==> config.mk <==
export PLATFORM = sky130hd
export DESIGN_NAME = mul_div_unit
export DESIGN_NICKNAME = d
export VERILOG_FILES = /design/src/rtl/mul_div_unit.sv
export SDC_FILE = /design/constraint.sdc
export NUM_CORES = 1
export LEC_CHECK = 0
export CORE_MARGIN = 2
export CORE_UTILIZATION = 30
export CTS_BUF_LIST = sky130_fd_sc_hd__clkbuf_4
export CTS_CLUSTER_SIZE = 14
export DETAILED_ROUTE_END_ITERATION = 16
export PLACE_DENSITY = 0.55
export SLEW_MARGIN = 10
export SYNTH_ARGS = -nofsm -noshare
export SYNTH_HDL_FRONTEND = slang
export SYNTH_SLANG_ARGS = --single-unit
==> constraint.sdc <==
create_clock -name clk -period 10.6 [get_ports clk]
set_input_delay 1.06 -clock clk [delete_from_list [all_inputs] [get_ports clk]]
set_output_delay 1.06 -clock clk [all_outputs]
set_load 0.02 [all_outputs]
==> src/rtl/mul_div_unit.sv <==
// Iterative RV32M multiply/divide unit: 32-step shift-add multiply and restoring
// divide on operand magnitudes, with sign fix-up in a final cycle (33-cycle latency).
module mul_div_unit #(
  parameter int WIDTH = 32,
  parameter int CNT_W = 6
) (
  input  logic             clk,
  input  logic             rst,
  input  logic             flush,
  input  logic             in_valid,
  output logic             in_ready,
  input  logic [2:0]       funct3,
  input  logic [WIDTH-1:0] A,
  input  logic [WIDTH-1:0] B,
  output logic             out_valid,
  input  logic             out_ready,
  output logic [WIDTH-1:0] Out,
  output logic [1:0]       o_dbg_state
);

  // Handshake: a transfer happens on any rising edge where valid and ready are
  // both 1; in_ready is high only in IDLE, out_valid only in DONE.
  localparam logic [1:0] IDLE = 2'd0;
  localparam logic [1:0] BUSY = 2'd1;
  localparam logic [1:0] FIX  = 2'd2;
  localparam logic [1:0] DONE = 2'd3;

  localparam logic [CNT_W-1:0] LAST_ITER = CNT_W'(WIDTH - 1);

  logic [1:0]         r_state;
  logic [2:0]         r_op;
  logic               r_a_neg;
  logic               r_b_neg;
  logic [WIDTH-1:0]   r_a_mag;
  logic [WIDTH-1:0]   r_b_mag;
  logic [2*WIDTH-1:0] r_acc;
  logic [CNT_W-1:0]   r_cnt;
  logic [WIDTH-1:0]   r_out;
  logic               r_out_valid;

  logic               w_sign_a;
  logic               w_sign_b;
  logic               w_a_neg;
  logic               w_b_neg;
  logic [WIDTH-1:0]   w_a_mag;
  logic [WIDTH-1:0]   w_b_mag;
  logic [WIDTH:0]     w_mul_sum;
  logic [WIDTH:0]     w_rem_sh;
  logic [WIDTH:0]     w_rem_sub;
  logic               w_ge;
  logic [WIDTH-1:0]   w_rem_next;
  logic [2*WIDTH-1:0] w_prod;
  logic [WIDTH-1:0]   w_quo;
  logic [WIDTH-1:0]   w_rem;
  logic [WIDTH-1:0]   w_result;

  // MULHU/DIVU/REMU are fully unsigned; MULHSU has an unsigned B.
  assign w_sign_a = !(funct3 == 3'b011 || funct3 == 3'b101 || funct3 == 3'b111);
  assign w_sign_b = w_sign_a && (funct3 != 3'b010);
  assign w_a_neg  = w_sign_a & A[WIDTH-1];
  assign w_b_neg  = w_sign_b & B[WIDTH-1];
  assign w_a_mag  = w_a_neg ? (WIDTH'(0) - A) : A;
  assign w_b_mag  = w_b_neg ? (WIDTH'(0) - B) : B;

  // Multiply: r_b_mag shifts right as the multiplier, r_acc collects the product.
  assign w_mul_sum = {1'b0, r_acc[2*WIDTH-1:WIDTH]} +
                     (r_b_mag[0] ? {1'b0, r_a_mag} : {(WIDTH+1){1'b0}});

  // Divide: r_a_mag shifts left as the dividend, r_acc holds {remainder, quotient}.
  assign w_rem_sh   = {r_acc[2*WIDTH-1:WIDTH], r_a_mag[WIDTH-1]};
  assign w_rem_sub  = w_rem_sh - {1'b0, r_b_mag};
  assign w_ge       = (w_rem_sh >= {1'b0, r_b_mag});
  assign w_rem_next = w_ge ? w_rem_sub[WIDTH-1:0] : w_rem_sh[WIDTH-1:0];

  always_comb begin
    w_prod   = (r_a_neg ^ r_b_neg) ? ((2*WIDTH)'(0) - r_acc) : r_acc;
    w_quo    = (r_a_neg ^ r_b_neg) ? (WIDTH'(0) - r_acc[WIDTH-1:0]) : r_acc[WIDTH-1:0];
    w_rem    = r_a_neg ? (WIDTH'(0) - r_acc[2*WIDTH-1:WIDTH]) : r_acc[2*WIDTH-1:WIDTH];
    w_result = '0;
    if (!r_op[2]) begin
      w_result = (r_op[1:0] == 2'b00) ? w_prod[WIDTH-1:0] : w_prod[2*WIDTH-1:WIDTH];
    end else if (!r_op[1]) begin
      // A zero divisor must not pick up the dividend's sign.
      w_result = (r_b_mag == '0) ? '1 : w_quo;
    end else begin
      // Zero divisor leaves |A| as remainder, so the sign fix-up restores A.
      // The 0x80000000 / -1 case falls out of the magnitude path unchanged.
      w_result = w_rem;
    end
  end

  always_ff @(posedge clk or negedge rst) begin
    if (!rst) begin
      r_state     <= IDLE;
      r_op        <= '0;
      r_a_neg     <= 1'b0;
      r_b_neg     <= 1'b0;
      r_a_mag     <= '0;
      r_b_mag     <= '0;
      r_acc       <= '0;
      r_cnt       <= '0;
      r_out       <= '0;
      r_out_valid <= 1'b0;
    end else if (flush) begin
      r_state     <= IDLE;
      r_out_valid <= 1'b0;
    end else begin
      case (r_state)
        IDLE: begin
          if (in_valid) begin
            r_state <= BUSY;
            r_op    <= funct3;
            r_a_neg <= w_a_neg;
            r_b_neg <= w_b_neg;
            r_a_mag <= w_a_mag;
            r_b_mag <= w_b_mag;
            r_acc   <= '0;
            r_cnt   <= '0;
          end
        end
        BUSY: begin
          r_cnt <= r_cnt + 1'b1;
          if (!r_op[2]) begin
            r_acc   <= {w_mul_sum, r_acc[WIDTH-1:1]};
            r_b_mag <= r_b_mag >> 1;
          end else begin
            r_acc   <= {w_rem_next, r_acc[WIDTH-2:0], w_ge};
            r_a_mag <= r_a_mag << 1;
          end
          if (r_cnt == LAST_ITER) begin
            r_state <= FIX;
          end
        end
        FIX: begin
          r_out       <= w_result;
          r_out_valid <= 1'b1;
          r_state     <= DONE;
        end
        DONE: begin
          if (out_ready) begin
            r_state     <= IDLE;
            r_out_valid <= 1'b0;
          end
        end
        default: r_state <= IDLE;
      endcase
    end
  end

  assign in_ready    = (r_state == IDLE);
  assign out_valid   = r_out_valid;
  assign Out         = r_out;
  assign o_dbg_state = r_state;

endmodule

==> results of run 1 <==
## cell type report
type                    count  area, sq um
fillers                  5318        33100
multi-input cells        1588        10200
flip-flops and latches    174         4360
repair buffers            129         1240
well taps                 672          841
inverters                  70          263
clock inverters            15          170
clock buffers              17          128
diodes                      1         2.50
## critical path, stage by stage (launching register included)
cell and delay [ns]:
dfrtp_1 0.56, and2_1 0.25, ha_1 0.21, inv_1 0.08, fa_1 0.20, nor2b_1 0.07, o31ai_1 0.29, a21oi_1 0.22
a2111oi_0 1.05, o221ai_1 0.42, xnor2_1 0.25, nor2_1 0.07, a2111oi_0 0.43, nor2_1 0.10
## where the power goes
part / internal, mW / switching, mW
Combinational: 1.33 / 2.08
Sequential: 0.888 / 0.405
Clock: 0.130 / 0.302
## per-stage QoR
stage / instances / instance area (sq um) / worst slack, ns / total power [mW]
floorplan: 1964 / 15300 / 7.17 / 3.62
global placement: 2633 / 16900 / 6.14 / 4.63
detailed placement: 2633 / 16900 / 6.13 / 4.68
CTS: 2665 / 17200 / 6.38 / 5.12
global route: 2666 / 17200 / 5.95 / 5.57
finish: 2666 / 17200 / 6.31 / 5.13
## state kept, by name, summed over array words and instances, names as in the netlist
signal,count
r_acc,64
out_valid,1
r_b_mag,32
Out,32
r_b_neg,1
r_a_neg,1
r_a_mag,32
r_op,3
o_dbg_state,2
r_cnt,6
## per-layer routing
metal / vias to the layer above / wire (um) / global-route usage
met2: 414 / 22400 / 0.296
met1: 7003 / 24700 / 0.276
met3: 49 / 2670 / 0.0300
li1: 7075 / - / -
met5: - / 0 / 0
met4: 0 / 809 / 0.0464
## worst max-delay path by stage
stage	start	end	slack, ns	depth (start not counted)
detailed placement	A[4]	r_a_mag[30]$_DFFE_PN0P_	6.13	11
global placement	A[4]	r_a_mag[30]$_DFFE_PN0P_	6.14	11
finish	r_b_mag[0]$_DFFE_PN0P_	r_acc[51]$_DFFE_PN0P_	6.31	13
CTS	r_b_mag[0]$_DFFE_PN0P_	r_acc[51]$_DFFE_PN0P_	6.38	13
global route	r_b_mag[0]$_DFFE_PN0P_	r_acc[51]$_DFFE_PN0P_	5.95	13
floorplan	A[12]	r_a_mag[30]$_DFFE_PN0P_	7.17	11
## placed cells by master, fill, tap and decap left out, drive strengths merged, types with 14 or more instances in the layout
cell type      netlist  layout
xor2               102     102
a211oi              23      23
nor2               151     151
or3                 24      24
mux2i               42      42
a21o                43      43
and3                14      14
nor3                28      28
nand2              236     236
and2                35      35
ha                  74      74
xnor2              100     100
o31ai               59      59
nand4               17      17
clkdlybuf4s50        0     106
buf                 13      23
a221oi              17      17
a22oi               14      14
inv                 70      80
nor4                26      26
a21oi              188     188
o21ai              200     200
clkbuf             119      17
nand3               25      25
or4                 17      17
dfrtp              174     174
## cells by family (layout without fill, tap and decap cells)
group / after synthesis / after routing
buf+inv: 202 / 231
flops: 174 / 174
compound gates: 647 / 647
mux: 54 / 54
other cells: 0 / 1
xor+xnor: 202 / 202
fa+ha+maj: 76 / 76
simple gates: 609 / 609
==> reports/qor.yml, run 1 <==
synth_top_area_share: 0.285
async_reset_ff_frac: 1.00
grt_antenna_before_repair: 1
syn_nets: 2112
ios: 108
cp_max_fo: 17
finalHoldViolations: 0
finalMaxSlewViolations: 0
drt-wirelength-per-cell_um: 19.0
cts_buffers: 17
coreArea_sq_mm: 0.0503
synthToLayoutAreaGrowth_pct: 12.6
post-route-drc-count: 0
yosys_register_bits: 174
syn_area_sq_mm: 0.0153
clock-skew-final_ns: 0.0344
rsz0062_at_grt: "false"
critPathKind: "flop to flop"
synth.area.top_cells: "dfrtp_1 (28%), o21ai_0 (6.4%), a21oi_1 (6.2%)"
syn_inst: 1964
synth_area_per_cell_sq_um: 7.78
fin_crit_sh: 0.405
fmax_mhz: 233
yosys.area.top_type: "dfrtp_1"
yosysWarnings: 0
drt_first_iter_violations: 1294
insertion_delay_ns: 0.66
via_per_inst: 5.45
cts_sinks: 174
cts_tree: "done"
grt_overflow: 0
port_buffers: 107
rrSetupSlack_ns: 6.31
yosysSeqAreaShare: 0.285
synth_xor_area_frac: 0.116
cts_hold_buffers: 0
powerDensity_mw_per_mm2: 298
required_ns: 11.16
chipWidth_um: 230
cp.arrival_ns: 4.85
ys_types: 71
layout.nets: 2128
first_pass_iters: 6
start_kind: "flop"
ys.flop_type: "dfrtp_1"
grt_pass1_vias: 14000
post-synth-top-count-cell: "nand2_1"
worst_pin_slew_ns: 1.20
synth_edf_count: 0
synth_compound_area_frac: 0.262
cts_htree_levels: 4
max_slew_margin: 0.176
rows: 82
synth_top_family_by_area: "compound AO/OA/AOI/OAI gates"
setup_viol: 0
p_leak_nw: 7.39
via_count: 14500
wirelength_um: 50600
grt_pass1_wl_um: 80300
fin_util: 0.342
r2r-start: "r_b_mag[0]$_DFFE_PN0P_"
grt_max_degree: 70
drive_gt1_frac: 0.0492
finalSetupTns_ns: 0
max_cap_viol_count: 0
reg2reg_depth: 13
worstSetupEndpointType: "flop"
grt_usage: 0.191
start_util: 0.304
antenna_left: 0
vdd_drop_max_v: 0.000126
die_area_sq_mm: 0.0528
place_congestion: 0.908
postCtsSetupBuffers: 0
outcome: "complete, no violations"
rr_endpoint: "r_acc[51]$_DFFE_PN0P_"
whs_ns: 0.333
synthAdderAreaFrac: 0.0632
dp_hpwl_um: 37600
synthSimpleGateAreaFrac: 0.187
cts_buffer_depth: 2
clkSlewWorstSetupHoldPaths_ns: 0.19
cts_resized: 0
die_y_um: 230
period_needed_ns: 4.29
synthTopCellsByCount: "nand2_1 (236), o21ai_0 (196), a21oi_1 (188)"
root_buffer: "clkbuf_4"
synthMuxAreaShare: 0.0363
min_path_type: "primary input to asynchronous set/reset pin"
(Power assumes the default switching activity.)
==> inputs of run 2 (changes only) <==
- clock period: 10.6 -> 4.2 ns (I/O delays scaled with it)
==> run 2 against run 1 <==
Against the previous run: final cell count rose by 1.4%; worst hold slack got worse by 0.089 ns; utilization rose by 0.60 points; first-iteration DRC count fell by 15%; register-to-register slack got worse by 5.9 ns; die area did not move; sequential cell count did not move; sequential share of layout area fell by 0.44 points; combinational power rose to 2.6 times the previous value; critical path depth rose by 1; largest power group unchanged.
==> reports/qor.yml, run 2 (synthesis results as in run 1) <==
root_buffer: "clkbuf_4"
max_cap_viol_count: 0  # unchanged
register_area_sq_mm: 0.00436  # unchanged
rsz0062_at_grt: "false"
critPathCapture: "r_acc[60]$_DFFE_PN0P_"
grt_usage: 0.194  # +0.00324
cts_buffers: 17  # unchanged
min_path_type: "primary input to asynchronous set/reset pin"
cts_buffer_depth: 2  # unchanged
cp_max_fo: 19  # +2
via_per_inst: 5.41  # -0.81%
vdd_drop_max_v: 0.000393  # +210%
drive_gt1_frac: 0.0655  # +0.0163
die_area_sq_mm: 0.0528  # unchanged
grt_antenna_before_repair: 1  # unchanged
rrSetupSlack_ns: 0.37  # -5.94 ns
finalMaxSlewViolations: 0  # unchanged
placed_area_sq_mm: 0.0172  # +1.8%
finalSetupTns_ns: 0  # unchanged
num-fill-cells: 5366  # +0.90%
place_congestion: 0.915  # +0.72%
grt_pass1_vias: 14000  # +0.47%
die_y_um: 230  # unchanged
start_kind: "flop"
drt_first_iter_violations: 1102  # -15%
reg2reg_depth: 14  # +1
chipWidth_um: 230  # unchanged
first_pass_iters: 7  # +1
ios: 108  # unchanged
p_leak_nw: 7.58  # +2.6%
largest_reg_flops: 64  # unchanged
synthToLayoutAreaGrowth_pct: 14.6
required_ns: 4.77  # -6.39 ns
grt_overflow: 0  # unchanged
coreArea_sq_mm: 0.0503  # unchanged
grt_max_degree: 92  # +31%
critPathKind: "flop to flop"
fin_crit_sh: 0.913  # +0.508
layout.cells.most_common_list: "nand2_1 (235), o21ai_0 (196), a21oi_1 (187)"
rows: 82  # unchanged
setup_viol: 0  # unchanged
post-route-drc-count: 0  # unchanged
worst_pin_slew_ns: 0.942  # -0.262 ns
clock-skew-final_ns: 0.0404  # +0.00594 ns
cp.arrival_ns: 4.40  # -0.45 ns
via_count: 14600  # +0.57%
worstSetupEndpointType: "flop"
clkSlewWorstSetupHoldPaths_ns: 0.17  # -0.02 ns
multi_input_comb_area_sq_mm: 0.0102  # unchanged
r2r-start: "r_b_mag[0]$_DFFE_PN0P_"
dp_hpwl_um: 39300  # +4.7%
period_needed_ns: 3.83  # -0.455 ns
drt-wirelength-per-cell_um: 19.1  # +0.73%
cts_tree: "done"
powerDensity_mw_per_mm2: 752  # +150%
max_slew_margin: 0.371  # +0.195
cts_htree_levels: 4  # unchanged
mostFrequentLayoutCell: "nand2_1"
largest-register: "r_acc"
antenna_left: 0  # unchanged
insertion_delay_ns: 0.69  # +0.03 ns
fmax_mhz: 261  # +12%
outcome: "complete, no violations"
start_util: 0.304  # unchanged
grt_pass1_wl_um: 81500  # +1.5%
cts_sinks: 174  # unchanged
finalHoldViolations: 0  # unchanged
rr_endpoint: "r_acc[60]$_DFFE_PN0P_"
final_area_sq_mm: 0.0175  # +1.8%
port_buffers: 107  # unchanged
whs_ns: 0.244  # -0.0887 ns
worstSetupStartpoint: "r_b_mag[0]$_DFFE_PN0P_"
layout.nets: 2166  # +1.8%
wirelength_um: 51700  # +2.1%
-- run 2: worst min-delay path by stage --
stage / slack (ns) / endpoint / cells past startpoint / startpoint
5_1_grt: 0.25 / Out[26]$_DFFE_PN0P_ / 2 / rst
3_5_place_dp: 0.42 / r_acc[27]$_DFFE_PN0P_ / 1 / rst
2_1_floorplan: 0.12 / Out[0]$_DFFE_PN0P_ / 0 / rst
6_report: 0.24 / Out[26]$_DFFE_PN0P_ / 2 / rst
3_3_place_gp: 0.42 / r_acc[26]$_DFFE_PN0P_ / 1 / rst
4_1_cts: 0.20 / Out[26]$_DFFE_PN0P_ / 2 / rst
-- run 2: final cells by class --
type / instances / area share
Clock inverter: 14 / 0.00922
Antenna cell: 1 / 0.000143
Multi-Input combinational cell: 1588 / 0.583
Tap cell: 672 / 0.0480
Timing Repair Buffer: 167 / 0.0885
Sequential cell: 174 / 0.249
Clock buffer: 17 / 0.00729
Inverter: 70 / 0.0150
-- run 2: worst max-delay path, stage by stage (launching register included) --
cell and delay (ns):
dfrtp_1 0.65, buf_4 0.31, ha_1 0.18, inv_1 0.07, fa_1 0.42, a211oi_1 0.29, o21bai_1 0.12, a21oi_1 0.31
o311a_1 0.32, o32ai_1 0.18, o41a_1 0.37, xnor2_1 0.15, nor2_1 0.06, a211oi_1 0.22, nor3_1 0.08
-- run 2: timing repair --
| item | in CTS | in global routing |
|---|---|---|
| endpoints found under the hold margin | 47 | 0 |
| gates resized for setup | 0 | 0 |
| hold buffers | 1 | 0 |
| buffers inserted | 0 | 0 |
| setup endpoints to repair | 0 | 0 |
-- run 2: through the flow --
stage | cells | setup WS [ns] | power [mW] | util
floorplan | 1964 | 0.875 | 9.13 | -
global placement | 2670 | 0.546 | 12.0 | 0.342
detailed placement | 2670 | 0.449 | 12.0 | 0.342
CTS | 2702 | 0.422 | 13.1 | 0.348
global route | 2703 | 0.0511 | 14.3 | 0.348
finish | 2703 | 0.367 | 13.2 | 0.348
-- run 2: power by group --
part | total (mW) | switching [mW] | leakage (nW) | internal, mW
logic | 8.97 | 5.46 | 5.16 | 3.51
clock network | 1.07 | 0.706 | 0.147 | 0.363
registers | 3.14 | 0.895 | 2.27 | 2.24
total | 13.2 | 7.06 | 7.58 | 6.11
-- run 2: layer usage --
metal / wire [um] / share of wire / vias up / GRT usage
met3: 2390 / 0.046 / 52 / 0.0280
met2: 22800 / 0.44 / 395 / 0.302
met1: 25500 / 0.49 / 7015 / 0.280
li1: - / - / 7162 / -
met5: 0 / 0 / - / 0
met4: 952 / 0.018 / 0 / 0.0520
